==> src/rtl/alu_result_stage.sv <==
`default_nettype none
// ============================================================================
// Module   : alu_result_stage
// Purpose  : Aligns registered AND/NAND/pass-A gate results with their issue,
//            tags them with zero/neg/err flags and buffers them in a
//            two-entry FIFO behind a valid/ready output handshake.
//            Optional per-entry parity storage: define ALU_RESULT_PARITY_EN.
// Revision : 1.0 - initial release
// ============================================================================
module alu_result_stage #(
    parameter int WIDTH = 16,
    parameter int DEPTH = 2
) (
    input  logic             clk,
    input  logic             rst,
    input  logic             in_valid,
    output logic             in_ready,
    input  logic [1:0]       op,
    input  logic [WIDTH-1:0] a,
    input  logic [WIDTH-1:0] andout,
    input  logic [WIDTH-1:0] nandout,
    output logic             out_valid,
    input  logic             out_ready,
    output logic [WIDTH-1:0] out_data,
    output logic             out_zero,
    output logic             out_neg,
    output logic             out_err,
    output logic             out_parity
);

    localparam logic [1:0] c_op_and  = 2'b00;
    localparam logic [1:0] c_op_nand = 2'b01;
    localparam logic [1:0] c_op_pass = 2'b10;
    localparam logic [1:0] c_op_ill  = 2'b11;
    localparam logic [2:0] c_depth   = 3'(DEPTH);

    // Issue alignment: op/a wait one cycle for the gate units to produce results
    logic             r_pend;
    logic [1:0]       r_op;
    logic [WIDTH-1:0] r_a;

    // Two-entry result buffer
    logic [WIDTH-1:0] r_data [2];
    logic [1:0]       r_zero;
    logic [1:0]       r_neg;
    logic [1:0]       r_err;
    logic             r_wptr;
    logic             r_rptr;
    logic [1:0]       r_count;

    logic             w_issue;
    logic             w_push;
    logic             w_pop;
    logic [WIDTH-1:0] w_result;

    // Readiness depends on registered state only, so out_ready never reaches in_ready
    assign in_ready  = ({1'b0, r_count} + {2'b00, r_pend}) < c_depth;
    assign out_valid = (r_count != 2'd0);
    assign w_issue   = in_valid & in_ready;
    assign w_push    = r_pend;
    assign w_pop     = out_valid & out_ready;

    always_comb begin
        w_result = '0;
        case (r_op)
            c_op_and:  w_result = andout;
            c_op_nand: w_result = nandout;
            c_op_pass: w_result = r_a;
            default:   w_result = '0;
        endcase
    end

    always_ff @(posedge clk) begin
        if (rst) begin
            r_pend <= 1'b0;
            r_op   <= 2'b00;
            r_a    <= '0;
        end else begin
            r_pend <= w_issue;
            if (w_issue) begin
                r_op <= op;
                r_a  <= a;
            end
        end
    end

    always_ff @(posedge clk) begin
        if (rst) begin
            r_data[0] <= '0;
            r_data[1] <= '0;
            r_zero    <= 2'b00;
            r_neg     <= 2'b00;
            r_err     <= 2'b00;
            r_wptr    <= 1'b0;
            r_rptr    <= 1'b0;
            r_count   <= 2'd0;
        end else begin
            if (w_push) begin
                r_data[r_wptr] <= w_result;
                r_zero[r_wptr] <= (w_result == '0);
                r_neg[r_wptr]  <= w_result[WIDTH-1];
                r_err[r_wptr]  <= (r_op == c_op_ill);
                r_wptr         <= ~r_wptr;
            end
            if (w_pop) begin
                r_rptr <= ~r_rptr;
            end
            case ({w_push, w_pop})
                2'b10:   r_count <= r_count + 2'd1;
                2'b01:   r_count <= r_count - 2'd1;
                default: r_count <= r_count;
            endcase
        end
    end

`ifdef ALU_RESULT_PARITY_EN
    logic [1:0] r_par;

    always_ff @(posedge clk) begin
        if (rst) begin
            r_par <= 2'b00;
        end else if (w_push) begin
            r_par[r_wptr] <= ^w_result;
        end
    end

    assign out_parity = out_valid & r_par[r_rptr];
`else
    assign out_parity = 1'b0;
`endif

    // Empty buffer presents all-zero outputs so nothing stale is ever visible
    assign out_data = out_valid ? r_data[r_rptr] : '0;
    assign out_zero = out_valid & r_zero[r_rptr];
    assign out_neg  = out_valid & r_neg[r_rptr];
    assign out_err  = out_valid & r_err[r_rptr];

endmodule
`default_nettype wire
==> config.mk <==
export PLATFORM = sky130hd
export DESIGN_NAME = alu_result_stage
export DESIGN_NICKNAME = d
export VERILOG_FILES = /design/src/rtl/alu_result_stage.sv
export SDC_FILE = /design/constraint.sdc
export NUM_CORES = 1
export LEC_CHECK = 0
export ABC_AREA = 1
export BUFFER_PORTS_ARGS = -buffer_cell sky130_fd_sc_hd__buf_2
export CAP_MARGIN = 20
export CORE_MARGIN = 4
export CORE_UTILIZATION = 25
export DETAILED_ROUTE_END_ITERATION = 8
export PLACE_DENSITY_LB_ADDON = 0.25
export SYNTH_ARGS = -nofsm -noshare
export SYNTH_HDL_FRONTEND = slang
export SYNTH_SLANG_ARGS = --single-unit
==> constraint.sdc <==
create_clock -name clk -period 1.85 [get_ports clk]
set_input_delay 0.37 -clock clk [delete_from_list [all_inputs] [get_ports clk]]
set_output_delay 0.37 -clock clk [all_outputs]
set_load 0.05 [all_outputs]
==> results of run 1 <==
## power by group
| part | leakage, nW | switching [mW] | internal, mW | total (mW) |
|---|---|---|---|---|
| Clock | 0.149 | 0.607 | 1.17 | 1.77 |
| Sequential | 0.579 | 0.0983 | 1.59 | 1.69 |
| Combinational | 1.18 | 1.21 | 0.514 | 1.72 |
| Total | 1.90 | 1.92 | 3.27 | 5.19 |
## per-stage QoR
stage	std cells	instance area (sq um)	worst slack [ns]	setup TNS, ns
after global placement	599	3664	0.3014	0
after floorplan	386	3103	-0.05815	-0.05815
after detailed placement	599	3664	0.2376	0
after global routing	615	4018	0.01336	0
final	615	4018	0.08422	0
after CTS	615	3994	0.01884	0
## worst min path at each step
stage	start	to	cells after the start
after global placement	r_a[5]	r_a[5]	2
after floorplan	r_zero[1]	r_zero[1]	2
after CTS	a[1]	r_a[1]	3
after global routing	a[6]	r_a[6]	3
final	a[1]	r_a[1]	3
after detailed placement	r_a[3]	r_a[3]	2
## layout make-up
class                           count  area, sq um  area share (%)
Clock buffer                        9        225.2           5.606
Clock inverter                      7        88.84           2.211
Inverter                           45        177.7           4.422
Multi-Input combinational cell    257         1231           30.64
Sequential cell                    62         1563           38.90
Tap cell                          147        183.9           4.578
Timing Repair Buffer               88        548.0           13.64
## layout by cell type, fill, tap and decap left out
cell,count
nor2_2,2
conb_1,1
o21ai_1,2
dfxtp_1,29
inv_2,3
a21oi_1,27
a21oi_2,13
nor3_1,1
buf_2,63
clkinv_1,1
dfxtp_2,1
and3_1,1
nor3_4,1
clkbuf_16,9
buf_4,15
nor2_1,16
ha_1,1
nand2_1,117
buf_6,2
bufinv_16,2
a21oi_4,2
clkinv_2,2
edfxtp_1,32
clkinvlp_4,3
inv_4,2
inv_1,39
o31ai_1,1
clkbuf_4,5
nand3_1,64
xor2_1,1
o21ai_0,5
nor2_4,2
buf_12,3
## routing by layer
layer	global-route usage, %	share of wire [%]
met3	3.876	5.5
met1	15.74	45
met5	0	0.15
met4	6.374	3.2
met2	20.51	46
## sequential cells by signal, summed over array words and instances, names as in the netlist, named ones only
| register | cells |
|---|---|
| r_data | 32 |
| r_a | 16 |
| r_count | 2 |
| r_err | 2 |
| r_neg | 2 |
| r_op | 2 |
| r_zero | 2 |
| r_pend | 1 |
| r_rptr | 1 |
| r_wptr | 1 |
## worst max-delay path, stage by stage (launching register included)
cell,delay [ns]
dfxtp_2,0.40
nor2_4,0.07
clkinvlp_4,0.08
o21ai_0,0.13
a21oi_4,0.13
buf_2,0.27
## logic make-up after synthesis
group / after synthesis
buffers and inverters: 67
AND/OR/NAND/NOR: 204
adder cells (fa/ha/maj): 1
flip-flops: 62
other: 1
AO/OA/AOI/OAI: 50
XOR/XNOR: 1
==> run_results.csv, run 1 <==
group,metric,value,unit
critical_path,rrSetupSlack,0.26,ns
cts,insertion_delay,0.33,ns
drt,drc,0,
die,placeableCoreArea,11960,sq um
drt,post_drt_wl_per_cell,14.23,microns
placement,port_buffers,74,
synth,synth-edff-count,32,
synth,synth_area,3043,sq um
sta,hold_slack,0.3130,ns
synth,synth_cell_types,27,
cts,tritoncts,"built",
critical_path,ff2ff_path_depth,8,
synth,synth_top_family_by_area,"simple AND/OR/NAND/NOR gates",
cts,clock_sinks,62,
sta,hold_violations,0,
synth,synth_seq_cells,62,
critical_path,crit_required,1.48,ns
global_routing,grt_pass1_wl,14110,microns
cts,hold_buffers,0,
synth,synth_top_area_share,31.58,%
synth,ys_seq_area_share,51.32,%
critical_path,path_max_fanout,4,
cts,post-cts-setup-buffers,0,
cells_and_area,final_util,33.59,%
drt,vias,2690,
min_path,hold_class,"input pin to flop",
synth,synthArstFlopShare,0,%
flow_run,maxCapViolCount,0,
synth,yosys.area.top_type,"edfxtp_1",
sta,fin_crit,1.766,ns
synth,syn_avg_cell_area,7.883,sq um
cells_and_area,fill_cells,1258,
global_routing,grt_usage,12.86,%
cells_and_area,diodes,0,
synth,ys.flop_type,"edfxtp_1",
critical_path,r2r-end,"r_count[1]",
synth,synth_area_leaders,"edfxtp_1 32%, dfxtp_1 20%, nand2_1 14%",
sta,finalSetupViolCount,0,
die,io_pins,76,
placement,gp_congestion,0.8399,
critical_path,rr_startpoint,"r_count[1]",
sta,slew_violations,0,
global_routing,grt_pass1_vias,2776,
die,start_util,25.44,%
synth,synthSimpleGateAreaFrac,28.99,%
sta,rsz0062_at_grt,"false",
synth,synthXorXnorAreaFrac,0.2878,%
drt,routed_via_density,4.374,
global_routing,antenna_found_initial,1,
placement,dp_hpwl,6767,microns
drt,ant_nets,0,
sta,fin_crit_sh,95.45,%
die,die_y,118.3,microns
cts,clk_path_buf_depth,2,
cells_and_area,nets,518,
sta,max_freq,0.5663,GHz
synth,synth-compound-area-share,8.676,%
drt,drt_wl_total,8754,microns
power_and_ir_drop,total_power,5.190,mW
power_and_ir_drop,p_leak,1.904,nW
global_routing,gr-total-overflow,0,
die,row_count,40,
global_routing,grt_max_degree,19,
power_and_ir_drop,powerDensity,1292,nW/um^2
cells_and_area,area_growth_syn_to_layout,32.03,%
outcome,status,"complete, no violations",
drt,drtIter0Drc,132,
synth,yosys_warnings,0,
synth,yosysMostFrequentCell,"nand2_1",
critical_path,endpoint_kind,"primary output",
critical_path,startpoint,"r_count[1]",
synth,synth_fa_ha_area_share,0.4112,%
cts,cts_htree_levels,3,
cts,root_buffer,"clkbuf_16",
critical_path,path_class,"flop to primary output",
cts,cts_inserted_buffers,9,
drt,drtPass1Iterations,4,
cells_and_area,drive_above_1_share,27.78,%
synth,synth_common_cells,"117 x nand2_1, 64 x nand3_1, 41 x a21oi_1, 41 x inv_1, 32 x edfxtp_1",
synth,synth_nets,441,
critical_path,cp.arrival,1.40,ns
cts,post_cts_resized,7,
synth,synth.area.mux_share,0,%
critical_path,start_kind,"flop",
die,die_area,14000,sq um
synth,synth_cells,386,
critical_path,setup.worst_path.end,"out_neg",
power_and_ir_drop,max-vdd-ir-drop,0.3501,mV
cts,clkTransAtPathRegs,0.05,ns
die,die_w,118.3,microns
sta,finalClockSkew,0.004817,ns
(Power assumes the default switching activity.)
==> inputs of run 2 (changes only) <==
Settings changed: ABC_AREA 1 to unset.
==> run 2 against run 1 <==
Cell count decreased by 13%. Combinational power about the same. Routed wire length decreased by 13%. Clock power decreased by 7%.
==> run_results.csv, run 2 <==
group,metric,value,unit
drt,drtIter0Drc,131,
cells_and_area,seq_area,1567,sq um
placement,gp_congestion,0.7722,
cells_and_area,largest_register_ffs,32,
critical_path,ff2ff_path_depth,6,
placement,dpl.cell_count,515,
placement,port_buffers,74,
min_path,worstHoldPathCells,3,
die,start_util,25.61,%
synth,yosys.area.top_type,"edfxtp_1",
synth,synthArstFlopShare,0,%
critical_path,endpoint_kind,"primary output",
cts,cts_htree_levels,3,
flow_run,maxCapViolCount,0,
power_and_ir_drop,p_clk_share,32.3,%
global_routing,grt_pass1_vias,2194,
drt,routed_via_density,4.380,
synth,yosysMostFrequentCell,"nor2_1",
synth,synth-edff-count,32,
power_and_ir_drop,powerDensity,1310,nW/um^2
cells_and_area,final_common_cell,"buf_2",
sta,finalSetupViolCount,0,
sta,hold_violations,0,
die,die_area,13540,sq um
die,die_y,116.4,microns
drt,ant_nets,0,
cells_and_area,fill_cells,1160,
drt,drc,0,
drt,vias,2330,
power_and_ir_drop,power.internal,3.258,mW
cts,cts_inserted_buffers,9,
synth,synth_cell_types,33,
critical_path,path_class,"flop to primary output",
critical_path,start_kind,"flop",
die,placeableCoreArea,11470,sq um
synth,synth_cells,309,
power_and_ir_drop,p_sw,1.815,mW
global_routing,grt_usage,11.08,%
drt,drtPass1Iterations,5,
synth,synth_common_cells,"68 x nor2_1, 45 x nand2_1, 35 x mux2i_1",
critical_path,rr_startpoint,"r_op[0]",
global_routing,antenna_found_initial,0,
sta,finalClockSkew,0.005639,ns
synth,synth_area,2937,sq um
cts,insertion_delay,0.32,ns
sta,fin_crit_sh,96.28,%
sta,rsz0062_at_grt,"true",
power_and_ir_drop,max-vdd-ir-drop,0.5761,mV
cells_and_area,multi_input_area,1286,sq um
cts,root_buffer,"clkbuf_16",
power_and_ir_drop,p_leak,1.538,nW
synth,synth_seq_cells,62,
cells_and_area,area_growth_syn_to_layout,31.91,%
global_routing,grt_pass1_wl,11470,microns
die,io_pins,76,
synth,synth_nets,364,
power_and_ir_drop,combPwrFrac,33.5,%
cts,tritoncts,"built",
min_path,min_to,"r_op[0]",
critical_path,path_max_fanout,16,
power_and_ir_drop,seq_power_share,34.2,%
global_routing,gr-total-overflow,0,
cts,clock_sinks,62,
cts,hold_buffers,0,
power_and_ir_drop,p_sw_share,35.78,%
synth,syn_avg_cell_area,9.503,sq um
critical_path,crit_required,1.48,ns
synth,synth_area_leaders,"edfxtp_1 33%, dfxtp_1 20%, mux2i_1 12%",
sta,tightestPinTransition,0.7309,ns
sta,slew_violations,0,
cells_and_area,largestRegisters,"r_data x32, r_a x16",
cells_and_area,drive_above_1_share,31.11,%
placement,dp_hpwl,5516,microns
synth,synth_top_area_share,32.72,%
die,row_count,39,
outcome,status,"complete, no violations",
cells_and_area,nets,439,
min_path,hold_class,"input pin to flop",
cts,clk_path_buf_depth,2,
cts,post-cts-setup-buffers,0,
critical_path,cp.arrival,1.41,ns
cells_and_area,largest-register,"r_data",
synth,ys.flop_type,"edfxtp_1",
synth,yosys_warnings,0,
drt,drt_wl_total,7606,microns
sta,slew_headroom,51.05,%
sta,max_freq,0.5614,GHz
cells_and_area,final_cell_mix,"68 x buf_2, 57 x nor2_1, 45 x nand2_1, 33 x mux2i_1",
synth,ys_seq_area_share,53.17,%
cells_and_area,diodes,0,
min_path,holdCritStartpoint,"op[0]",
cts,clkTransAtPathRegs,0.05,ns
global_routing,grt_max_degree,30,
sta,hold_slack,0.2834,ns
drt,post_drt_wl_per_cell,14.30,microns
cells_and_area,layoutNonFillerInstCount,532,
cells_and_area,final_util,33.78,%
sta,fin_crit,1.781,ns
critical_path,r2r-end,"r_zero[1]",
critical_path,rrSetupSlack,0.11,ns
die,die_w,116.4,microns
-- run 2: cell families after synthesis --
| group | share of synthesized area [%] |
|---|---|
| compound gates | 11.50 |
| xor+xnor | 1.193 |
| buf+inv | 4.644 |
| flops | 53.17 |
| fa+ha+maj | 0.4260 |
| other cells | 0.1277 |
| simple gates | 17.00 |
| mux | 11.93 |
-- run 2: cell type report --
type,instances,area share [%]
clock inverters,4,1.227
flip-flops and latches,62,40.44
multi-input cells,219,33.20
repair buffers,87,13.66
clock buffers,12,6.363
inverters,5,0.4845
well taps,143,4.619
-- run 2: per-layer routing --
| layer | vias to the layer above | global-route usage [%] | routed length (microns) |
|---|---|---|---|
| met5 | - | 0 | 0 |
| met4 | 0 | 4.486 | 93 |
| li1 | 1214 | - | - |
| met1 | 1038 | 15.99 | 3730 |
| met2 | 71 | 15.68 | 3347 |
| met3 | 7 | 2.902 | 433 |
-- run 2: worst max path at each step --
stage | from | depth (start not counted) | end | slack, ns
finish | flop | 4 | out_data[4] | 0.07
global placement | r_op[1] | 6 | r_zero[0] | -0.09
global route | flop | 4 | out_data[13] | -0.01
CTS | r_count[0] | 4 | out_data[4] | 0.01
floorplan | flop | 4 | out_data[10] | 0.02
detailed placement | r_op[1] | 5 | r_zero[0] | -0.22
-- run 2: power by group through the flow --
stage,clock network (mW),logic [mW],registers (mW)
4_1_cts,1.68,1.69,1.73
3_5_place_dp,0,1.67,1.76
2_1_floorplan,0,1.27,1.71
3_3_place_gp,0,1.66,1.75
6_report,1.64,1.70,1.74
5_1_grt,1.75,1.85,1.76
-- run 2: per-stage QoR --
step	setup slack (ns)	TNS, ns	total power, mW	cell area, sq um
2_1_floorplan	0.01886	0	2.983	2965
3_5_place_dp	-0.2178	-0.4932	3.431	3502
6_report	0.06888	0	5.073	3874
3_3_place_gp	-0.08991	-0.1564	3.412	3502
5_1_grt	-0.01402	-0.02417	5.355	3874
4_1_cts	0.01117	0	5.099	3817
-- run 2: repair_timing --
| action | in CTS | in global routing |
|---|---|---|
| pin swaps | 0 | 1 |
| endpoints found under the setup margin | 6 | 20 |
| gates cloned | 0 | 1 |
| resized for setup | 6 | 11 |
-- run 2: critical path: stages, from the launching register on --
cell and delay (ns):
dfxtp_1 0.35, buf_12 0.18, mux2i_1 0.26, nor2_1 0.07
clkbuf_4 0.21
==> inputs of run 3 (changes only) <==
Settings changed: CORE_UTILIZATION 25 to 50.
Clock period 1.85 ns to 2 ns, I/O delays scaled along.
==> run 3 against run 2 <==
Flip-flop and latch count stayed put. Via count is 0.90% lower. Sequential share of layout area is 3.4 points higher. First-iteration DRC count is 23% lower. Routed wire length is 20% lower. Worst hold slack better by 0.024 ns. Largest power group unchanged.
==> run_results.csv, run 3 (synthesized netlist as in run 2, its figures left out) <==
group,metric,value,unit
cells_and_area,largest-register,"r_data",
die,die_area,7163,sq um
power_and_ir_drop,power.internal,2.508,mW
min_path,worstHoldPathCells,3,
cts,clk_path_buf_depth,2,
drt,drc,0,
die,row_count,27,
cells_and_area,fill_cells,488,
cts,tritoncts,"built",
sta,tightestPinTransition,0.7612,ns
die,die_w,84.64,microns
sta,finalClockSkew,0.008354,ns
drt,routed_via_density,5.053,
critical_path,start_kind,"flop",
global_routing,antenna_found_initial,0,
cells_and_area,nets,435,
drt,post_drt_wl_per_cell,13.34,microns
drt,vias,2309,
outcome,status,"complete, no violations",
sta,max_freq,0.5333,GHz
die,placeableCoreArea,5608,sq um
power_and_ir_drop,powerDensity,1139,nW/um^2
power_and_ir_drop,max-vdd-ir-drop,0.6045,mV
cells_and_area,area_growth_syn_to_layout,21.39,%
drt,ant_nets,0,
die,io_pins,76,
cts,post_cts_resized,0,
sta,hold_violations,0,
critical_path,cp.arrival,1.48,ns
sta,tns,0,ns
global_routing,grt_pass1_vias,2223,
sta,fin_crit_sh,93.76,%
critical_path,r2r-end,"r_zero[1]",
power_and_ir_drop,p_clk_share,25.0,%
critical_path,rrSetupSlack,0.17,ns
cts,hold_buffers,0,
global_routing,grt_pass1_wl,10010,microns
cells_and_area,drive_above_1_share,28.57,%
power_and_ir_drop,total_power,4.061,mW
sta,rsz0062_at_grt,"false",
flow_run,maxCapViolCount,0,
die,die_y,84.64,microns
sta,fin_crit,1.875,ns
placement,dp_hpwl,4613,microns
power_and_ir_drop,combPwrFrac,35.8,%
placement,port_buffers,74,
min_path,holdCritStartpoint,"a[8]",
critical_path,path_class,"flop to primary output",
sta,slew_violations,0,
cts,post-cts-setup-buffers,0,
cts,cts_inserted_buffers,9,
critical_path,path_max_fanout,20,
drt,drtPass1Iterations,5,
cells_and_area,final_common_cell,"buf_2",
sta,finalSetupViolCount,0,
min_path,min_to,"r_a[8]",
placement,gp_congestion,0.8341,
drt,drt_wl_total,6098,microns
critical_path,crit_required,1.60,ns
power_and_ir_drop,p_sw,1.553,mW
power_and_ir_drop,p_leak,1.447,nW
critical_path,endpoint_kind,"primary output",
placement,dpl.cell_count,441,
global_routing,gr-total-overflow,0,
global_routing,grt_max_degree,30,
critical_path,ff2ff_path_depth,6,
drt,drtIter0Drc,101,
sta,slew_headroom,49.15,%
global_routing,grt_usage,17.42,%
min_path,hold_class,"input pin to flop",
cells_and_area,largestRegisters,"r_data x32, r_a x16",
cells_and_area,largest_register_ffs,32,
cts,clkTransAtPathRegs,0.07,ns
cts,clock_sinks,62,
cells_and_area,diodes,0,
cts,cts_htree_levels,3,
cells_and_area,layoutNonFillerInstCount,457,
power_and_ir_drop,p_sw_share,38.25,%
cts,root_buffer,"clkbuf_8",
cells_and_area,final_cell_mix,"74 x buf_2, 58 x nor2_1, 45 x nand2_1, 35 x mux2i_1",
critical_path,rr_startpoint,"r_op[0]",
power_and_ir_drop,seq_power_share,39.2,%
die,start_util,52.37,%
cts,insertion_delay,0.33,ns
[run 3: changes by cell type in the layout (fill, tap and decap cells not counted), moves of 5 or more]
cell	previous run	this run
clkbuf_4	5	0
clkbuf_8	1	9
buf_2	68	74
clkbuf_16	10	0
[run 3: worst max-delay path by stage]
| stage | from | slack [ns] | end |
|---|---|---|---|
| finish | r_count[0] | 0.12 | out_data[2] |
| CTS | r_count[0] | 0.10 | out_data[2] |
| floorplan | flop | 0.14 | out_data[10] |
| global route | r_count[0] | 0.03 | out_data[2] |
| global placement | r_op[0] | 0.28 | r_zero[1] |
| detailed placement | r_op[0] | 0.21 | r_zero[0] |
[run 3: cell type report]
class                      instances  area [sq um]  area share [%]
sequential                        62          1562           43.80
multi-input combinational        219          1267           35.56
timing repair buffer              83         437.9           12.29
clock buffer                       9         123.9           3.475
tap                               72         90.09           2.527
clock inverter                     7         65.06           1.825
inverter                           5         18.77          0.5265
[run 3: power by group through the flow]
stage | registers (mW) | clock network [mW] | logic (mW)
after floorplan | 1.58 | 0 | 1.18
after global routing | 1.60 | 1.09 | 1.58
after global placement | 1.61 | 0 | 1.45
after detailed placement | 1.62 | 0 | 1.47
final | 1.59 | 1.02 | 1.45
after CTS | 1.59 | 1.04 | 1.47
[run 3: per-layer routing]
layer	vias up	part of all wire [%]	global-route usage [%]
li1	1198	-	-
met1	1037	44	23.29
met2	64	49	27.54
met3	10	5.7	3.140
met4	0	1.7	7.914
met5	-	0	0
[run 3: through the flow]
step	util [%]	hold WS, ns	area [sq um]	worst slack, ns
final	63.57	0.3073	3565	0.1249
after global placement	60.20	0.4347	3376	0.2821
after floorplan	-	0.4244	2965	0.1389
after global routing	63.57	0.3077	3565	0.02575
after detailed placement	60.20	0.4498	3376	0.2121
after CTS	63.57	0.2940	3565	0.1030
[run 3: worst max-delay path, stage by stage, from the launching register on]
cell and delay (ns):
dfxtp_1 0.42, nor2_1 0.09, buf_4 0.22, nor2_1 0.14, buf_2 0.27
